$ cat src/rtl/phy_ctr_responder.sv
// Avalon-MM control-port responder: MAC control registers plus a 16-bit PHY window.
// Each access is stalled for a fixed number of wait states.
module phy_ctr_responder #(
    parameter int unsigned WAIT_CYCLES = 2,
    parameter int unsigned RST_CYCLES  = 8,
    parameter logic [31:0] REV         = 32'h0000_0901,
    parameter logic [31:0] PHY_ID      = 32'h0022_1556
) (
    input  logic        clk,
    input  logic        reset,
    input  logic [7:0]  address,
    input  logic [31:0] writedata,
    input  logic        write,
    input  logic        read,
    output logic [31:0] readdata,
    output logic        waitrequest,
    output logic [15:0] o_wr_cnt,
    output logic [7:0]  o_err_cnt
);

    localparam logic [3:0] WAIT_LIM = 4'(WAIT_CYCLES);
    localparam logic [7:0] RST_LOAD = 8'(RST_CYCLES);

    logic [3:0]  wcnt;
    logic        stalled;
    logic [31:0] scratch;
    logic [31:0] cmd_cfg;
    logic [4:0]  mdio_addr0;
    logic [7:0]  cc_rst;
    logic [7:0]  phy_rst;
    logic [15:0] phy_regs [32];

    logic       req;
    logic       wr_done;
    logic       abort;
    logic       in_phy;
    logic [4:0] phy_idx;
    logic       cc_busy;
    logic       phy_busy;
    logic       phy_clr;

    assign req         = read | write;
    assign waitrequest = req & (wcnt < WAIT_LIM);
    assign wr_done     = write & ~waitrequest;
    assign abort       = stalled & ~req;
    assign in_phy      = (address[7:5] == 3'b100);
    assign phy_idx     = address[4:0];
    assign cc_busy     = (cc_rst != 8'd0);
    assign phy_busy    = (phy_rst != 8'd0);
    assign phy_clr     = (phy_rst == 8'd1);

    always_ff @(posedge clk or posedge reset) begin
        if (reset) begin
            wcnt       <= 4'd0;
            stalled    <= 1'b0;
            scratch    <= 32'd0;
            cmd_cfg    <= 32'd0;
            mdio_addr0 <= 5'd0;
            cc_rst     <= 8'd0;
            phy_rst    <= 8'd0;
            o_wr_cnt   <= 16'd0;
            o_err_cnt  <= 8'd0;
            for (int i = 0; i < 32; i++) begin
                phy_regs[i] <= 16'd0;
            end
        end else begin
            wcnt    <= waitrequest ? wcnt + 4'd1 : 4'd0;
            stalled <= waitrequest;

            if (abort && o_err_cnt != 8'hFF) begin
                o_err_cnt <= o_err_cnt + 8'd1;
            end
            if (wr_done && o_wr_cnt != 16'hFFFF) begin
                o_wr_cnt <= o_wr_cnt + 16'd1;
            end

            if (wr_done && address == 8'h01) begin
                scratch <= writedata;
            end
            // Bit 13 is never stored; it reads back from the countdown.
            if (wr_done && address == 8'h02) begin
                cmd_cfg <= {writedata[31:14], 1'b0, writedata[12:0]};
            end
            if (wr_done && address == 8'h0F) begin
                mdio_addr0 <= writedata[4:0];
            end

            if (wr_done && address == 8'h02 && writedata[13]) begin
                cc_rst <= RST_LOAD;
            end else if (cc_busy) begin
                cc_rst <= cc_rst - 8'd1;
            end

            if (wr_done && address == 8'h80 && writedata[15]) begin
                phy_rst <= RST_LOAD;
            end else if (phy_busy) begin
                phy_rst <= phy_rst - 8'd1;
            end

            // The end-of-reset clear takes priority over a coincident write.
            for (int i = 0; i < 32; i++) begin
                if (phy_clr && (i == 0 || i >= 4)) begin
                    phy_regs[i] <= 16'd0;
                end else if (wr_done && in_phy && phy_idx == 5'(i)) begin
                    if (i == 0) begin
                        phy_regs[i] <= {1'b0, writedata[14:0]};
                    end else if (i >= 4) begin
                        phy_regs[i] <= writedata[15:0];
                    end
                end
            end
        end
    end

    always_comb begin
        readdata = 32'd0;
        if (read && !write) begin
            if (in_phy) begin
                case (phy_idx)
                    5'd0:    readdata = {16'h0, phy_regs[0] | {phy_busy, 15'h0}};
                    5'd1:    readdata = 32'h0000_786D;
                    5'd2:    readdata = {16'h0, PHY_ID[31:16]};
                    5'd3:    readdata = {16'h0, PHY_ID[15:0]};
                    default: readdata = {16'h0, phy_regs[phy_idx]};
                endcase
            end else begin
                case (address)
                    8'h00:   readdata = REV;
                    8'h01:   readdata = scratch;
                    8'h02:   readdata = cmd_cfg | {18'h0, cc_busy, 13'h0};
                    8'h0F:   readdata = {27'h0, mdio_addr0};
                    default: readdata = 32'd0;
                endcase
            end
        end
    end

endmodule

$ cat config.mk
export PLATFORM = sky130hd
export DESIGN_NAME = phy_ctr_responder
export DESIGN_NICKNAME = d
export VERILOG_FILES = /design/src/rtl/phy_ctr_responder.sv
export SDC_FILE = /design/constraint.sdc
export NUM_CORES = 1
export LEC_CHECK = 0
export ABC_CLOCK_PERIOD_IN_PS = 21900
export CORE_UTILIZATION = 56
export DETAILED_ROUTE_END_ITERATION = 10
export GPL_TIMING_DRIVEN = 0
export PLACE_DENSITY_LB_ADDON = 0.1
export REMOVE_ABC_BUFFERS = 1
export SLEW_MARGIN = 20
export SYNTH_ARGS = -nofsm -noshare
export SYNTH_HDL_FRONTEND = slang
export SYNTH_SLANG_ARGS = --single-unit
$ cat constraint.sdc
create_clock -name clk -period 21.9 [get_ports clk]
set_clock_uncertainty 0.2 [all_clocks]
set_input_delay 4.38 -clock clk [delete_from_list [all_inputs] [get_ports clk]]
set_output_delay 4.38 -clock clk [all_outputs]
set_load 0.03 [all_outputs]
# Word level (Yosys, flattened, before mapping)
# Cells that the tools add are included.
# totals
output_inout_bits	57
inputBits	44
register_bits	577
elab_cells	238
# classes
reduce_logical	75
n_addsub	5
n_mux	70
n_eq_ne	39
bitwise	9
magnitude_cmp	2
# ops
operator	n
$mux 16	60
$pmux 32 s4	1
$bmux 16 s5	1
$eq 5x5->1 const B	16
$mux 32	2
$pmux 16 s4	1
$reduce_bool 2->1	31
$eq 5x4->1 const B	8
$logic_and 1x1->1	39
$mux 8	4
$or 32x14->32	1
$eq 5x3->1 const B	4
$add 16x1->16 const B	1
$eq 8x1->1 const B	2
$ne 16x16->1 const B	1
$or 16x16->16	1
$reduce_bool 8->1	2
$sub 8x1->8 const B	2
$eq 5x2->1 const B	2
$add 8x1->8 const B	1
$eq 8x2->1 const B	1
$eq 8x4->1 const B	1
$eq 8x8->1 const B	1
$logic_not 8->1	1
other kinds (13)	16

# Logic depth before layout (Yosys ltp)
# Gate-level depths: netlist (run 1).
# logic_depth
depth_word	8
mapped_depth	11
mapped_depth_nobuf	7

# Least setup slack after synthesis (run 1)
# Ideal clock, no wire load.
# synth_path
path_kind	in2out
from	input address[0]
to	output readdata[8]
arrival_time_ns	7.134
t_required_ns	17.320
stages	8
n_path_buf	5
slack_ns	10.186
path_cell_list	buf_4 > buf_6 > buf_4 > buf_4 > nor2_2 > buf_2 > a21oi_1 > a2111oi_0
# synth_between
elab_chain_cells	7
word_cells_on_any_way	16
classes_between	6 x eq/ne; 7 x mux; 1 x bitwise; 2 x reduce/logical
# synth_rtl
item	line	rtl
from (decl)	11	input logic [7:0] address,
$not 5->6 (not written as such)	124	default: readdata = {16'h0, phy_regs[phy_idx]};
$bmux 16 s5	124	
$mux 16 (not written as such) (2 in a row)	124	
$pmux 16 s4	119	case (phy_idx)
$mux 32 (*)	118	if (in_phy) begin
$mux 32 (*)	117	if (read && !write) begin
to (decl)	15	output logic [31:0] readdata,
# Every way passes the cells marked *; elsewhere a longest branch is shown, timed or not. The select of a mux whose other input is x is not followed.

# Final worst setup path (run 1)
# layout_path
from	input address[5]
to	output readdata[8]
# layout_between
elab_chain_cells	4
word_cells_on_any_way	8
classes_between	4 x eq/ne; 3 x mux; 1 x reduce/logical
# layout_rtl
item	line	rtl
$eq 8x4->1, or another cell as far along	127	case (address)
$pmux 32 s4	127	
$mux 32 (*)	118	
$mux 32 (*)	117	
# Every way passes the cells marked *; elsewhere a longest branch is shown, timed or not.

==> run_results.csv, run 1 <==
group,metric,value,unit
routing,wire_per_inst,23.7,um
power_and_ir_drop,internal-power,1.81,mW
clock_network,root_buffer,"clkbuf_16",
power_and_ir_drop,clkPwrFrac,41.9,%
critical_path,worstSetupStartpointType,"input port",
clock_network,cts_resized,0,
die,initial_core_util,56.8,%
timing,rsz0062_at_grt,"false",
clock_network,cts_buffer_depth,3,
timing,tightest_slew,1.27,ns
power_and_ir_drop,power_frac_comb,10.5,%
final_layout,final_layout_size_suffix_gt1_share,13.7,%
critical_path,reg2regPathDepth,7,
hold_path,whs_path_depth,1,
global_route,gr-total-overflow,0,
die,dieHeight,225,um
power_and_ir_drop,p_per_area,77.0,mW/mm2
global_route,grt_pass1_wl,129,mm
critical_path,critPathMaxFanout,8,
timing,slew_headroom,13.0,%
timing,finalCritPeriodShare,60.6,%
yosys,synthArstFlopShare,100,%
place,hpwl,52.0,mm
die,fp-row-count,81,
clock_network,cts_num_sinks,576,
die,top_level_ports,101,
timing,fin_setup_tns,0,ns
routing,drt-total-wl,83.8,mm
yosys,synthMuxAreaShare,13.6,%
clock_network,post-cts-setup-buffer-count,0,
critical_path,rrSetupSlack,18.32,ns
yosys,synthSimpleGateAreaFrac,17.7,%
outcome,outcome,"completed",
die,die_w,225,um
place,place_inst,3434,
yosys,avgSynthCellArea,9.73,um2
yosys,synthAdderAreaFrac,0.314,%
clock_network,path_clk_slew,0.06,ns
power_and_ir_drop,pwr-share-seq,47.6,%
yosys,yosysWarnings,48,
critical_path,crit_type,"in2out",
power_and_ir_drop,static-leakage-power,13.5,nW
job,drv_cap,0,
routing,route.vias.total,22100,
yosys,synth-edff-count,0,
final_layout,mostFrequentLayoutCells,"nand2_1 (894), dfrtp_1 (576), a21oi_1 (454), mux4_2 (108), nor2_1 (93)",
yosys,netlist_instances,2864,
critical_path,rr_startpoint,"phy_rst[4]$_DFFE_PP0P_",
timing,hold_viol,0,
timing,max_freq,75.4,MHz
global_route,antenna_found_initial,0,
timing,final_max_slew_viol_count,0,
timing,setup_viol,0,
clock_network,cts_buffers,60,
power_and_ir_drop,peakVddDrop,0.0672,mV
clock_network,htreeDepth,2,
routing,drt_iter0_markers,2650,
hold_path,min_to,"wcnt[0]$_DFF_PP0_",
final_layout,fin_nets,2883,
clock_network,clock_latency,0.63,ns
timing,period_needed,13.26,ns
global_route,grt_pass1_vias,22100,
critical_path,rr_endpoint,"phy_regs[157]$_DFFE_PP0P_",
routing,vias_per_cell,6.26,
power_and_ir_drop,switching_share,25.5,%
global_route,grt_max_degree,110,
yosys,synth_ff_type,"dfrtp_1",
yosys,ys_seq_area_share,51.7,%
yosys,syn-cell-area,0.0279,mm2
critical_path,crit_arrival,8.68,ns
place,port_buffers,100,
final_layout,antenna_cells,0,
critical_path,end_kind,"output port",
clock_network,cts_tree,"yes",
yosys,synth_top_family_by_area,"simple AND/OR/NAND/NOR gates",
hold_path,hold_class,"reg2reg",
final_layout,final_common_cell,"nand2_1",
hold_path,hold_path.startpoint,"wcnt[0]$_DFF_PP0_",
die,core_area,0.0491,mm2
yosys,synthXorXnorAreaFrac,0.974,%
global_route,grtUsageTotal,33.6,%
critical_path,crit_required,17.32,ns
clock_network,ctsHoldBuffers,0,
final_layout,stdcell_count,3539,
place,place_congestion,0.891,
yosys,ys_types,70,
die,die_area,0.0507,mm2
final_layout,post-route-util,64.5,%
routing,ant_nets,0,
yosys,synth_seq_cells,576,
yosys,synth-compound-area-share,11.6,%
routing,drc_errors,0,
power_and_ir_drop,p_switching,0.622,mW
routing,first_pass_iters,5,
final_layout,syn_to_final_growth,13.5,%
[per-stage QoR]
stage / total power [mW] / instance area (um2) / hold slack [ns] / setup WS (ns)
floorplan: 1.31 / 26800 / 0.209 / 1.21
global placement: 1.42 / 28600 / 0.223 / -5.03
detailed placement: 1.43 / 29700 / 0.229 / 8.72
CTS: 2.45 / 31600 / 0.252 / 8.70
global route: 2.51 / 31600 / 0.251 / 8.57
finish: 2.44 / 31600 / 0.249 / 8.64
[layer usage]
metal  share of wire, %  GRT usage, %  up-vias
met5                  0             0        -
met4                4.3          15.3        0
met3                9.3          7.05      187
met2                 47          52.1     1047
met1                 40          45.8    11200
li1                   -             -     9732
[registers in the layout (all words and copies together) (netlist names), 5 cells and up]
register    count
phy_regs      463
scratch        32
cmd_cfg        31
o_wr_cnt       16
cc_rst          8
o_err_cnt       8
phy_rst         8
mdio_addr0      5
[final cells by class]
cell class | count | area, um2
well taps | 664 | 831
clock buffers | 90 | 1800
inverters | 10 | 45.0
clock inverters | 15 | 156
fillers | 4044 | 17400
repair buffers | 146 | 1940
flip-flops and latches | 576 | 14400
multi-input cells | 2038 | 12500
[cell families after synthesis]
group | after synthesis
AO/OA/AOI/OAI | 582
multiplexers | 233
buffers and inverters | 250
flip-flops | 576
AND/OR/NAND/NOR | 1184
XOR/XNOR | 31
other | 1
adder cells (fa/ha/maj) | 7
[cell usage after synthesis, types with 5 or more instances]
cell type	n	area, um2
inv_1	10	37.5
buf_4	11	82.6
buf_8	5	75.1
buf_1	10	37.5
mux4_2	108	2430
a211oi_1	6	45.0
nor4_1	7	43.8
dfrtp_1	576	14400
a21oi_1	454	2270
and3_1	7	43.8
nand2b_1	8	50.1
a2111oi_0	7	61.3
nand3_1	68	340
nor3_2	9	90.1
xor2_1	9	78.8
ha_1	7	87.6
mux2i_1	48	480
clkbuf_1	140	526
nand4_1	14	87.6
a31oi_1	5	31.3
a21oi_2	11	96.3
a22oi_1	32	240
nor2_1	110	413
nor3_1	10	50.1
nand2_2	5	31.3
or3_1	6	37.5
nand2_1	896	3360
mux2_1	11	124
and2_1	7	43.8
buf_2	70	350
nor2b_1	12	75.1
or4_1	5	37.5
mux2_2	66	743
xnor2_1	22	193
a32oi_1	7	61.3
o21ai_0	19	95.1
a22o_1	5	43.8
o22ai_1	6	37.5
[worst max-delay path by stage]
stage,startpoint,endpoint,slack [ns]
2_1_floorplan,reset,cc_rst[0]$_DFFE_PP0P_,1.21
3_3_place_gp,reset,o_wr_cnt[14]$_DFFE_PP0P_,-5.03
3_5_place_dp,address[0],readdata[6],8.72
4_1_cts,address[0],readdata[6],8.70
5_1_grt,address[0],readdata[6],8.57
6_report,address[5],readdata[8],8.64
[power by group through the flow]
stage	sequential (mW)	clock, mW	combinational, mW
2_1_floorplan	1.19	0	0.120
3_3_place_gp	1.18	0	0.241
3_5_place_dp	1.18	0	0.255
4_1_cts	1.16	1.03	0.256
5_1_grt	1.16	1.07	0.277
6_report	1.16	1.02	0.257
[critical path, cell delays in order]
cell and delay, ns:
clkdlybuf4s50_1 0.56, nor4_1 0.76, o211ai_1 0.45, nor3_2 0.43
a21o_1 0.17, o21ai_0 0.12, a2111oi_1 0.97, clkdlybuf4s50_1 0.84
Note: power is estimated with default switching activity, not from simulation.
==> run 2, diff against run 1 <==
--- a/config.mk
+++ b/config.mk
@@ -5,7 +5,7 @@
 export SDC_FILE = /design/constraint.sdc
 export NUM_CORES = 1
 export LEC_CHECK = 0
-export ABC_CLOCK_PERIOD_IN_PS = 21900
+export ABC_CLOCK_PERIOD_IN_PS = 11800
 export CORE_UTILIZATION = 56
 export DETAILED_ROUTE_END_ITERATION = 10
 export GPL_TIMING_DRIVEN = 0
==> constraint.sdc (replaced) <==
create_clock -name clk -period 11.8 [get_ports clk]
set_clock_uncertainty 0.2 [all_clocks]
set_input_delay 2.36 -clock clk [delete_from_list [all_inputs] [get_ports clk]]
set_output_delay 2.36 -clock clk [all_outputs]
set_load 0.03 [all_outputs]
==> results of run 2 <==
The final DEF is identical to that of run 1. Status: completed.
Among the figures that moved: setup slack after placement 8.72 ns -> 2.66 ns; setup slack after layout 8.64 ns -> 2.58 ns; register-to-register setup slack 18.32 ns -> 8.22 ns; total power 2.44 mW -> 4.52 mW; worst IR drop on VDD 0.0672 mV -> 0.125 mV
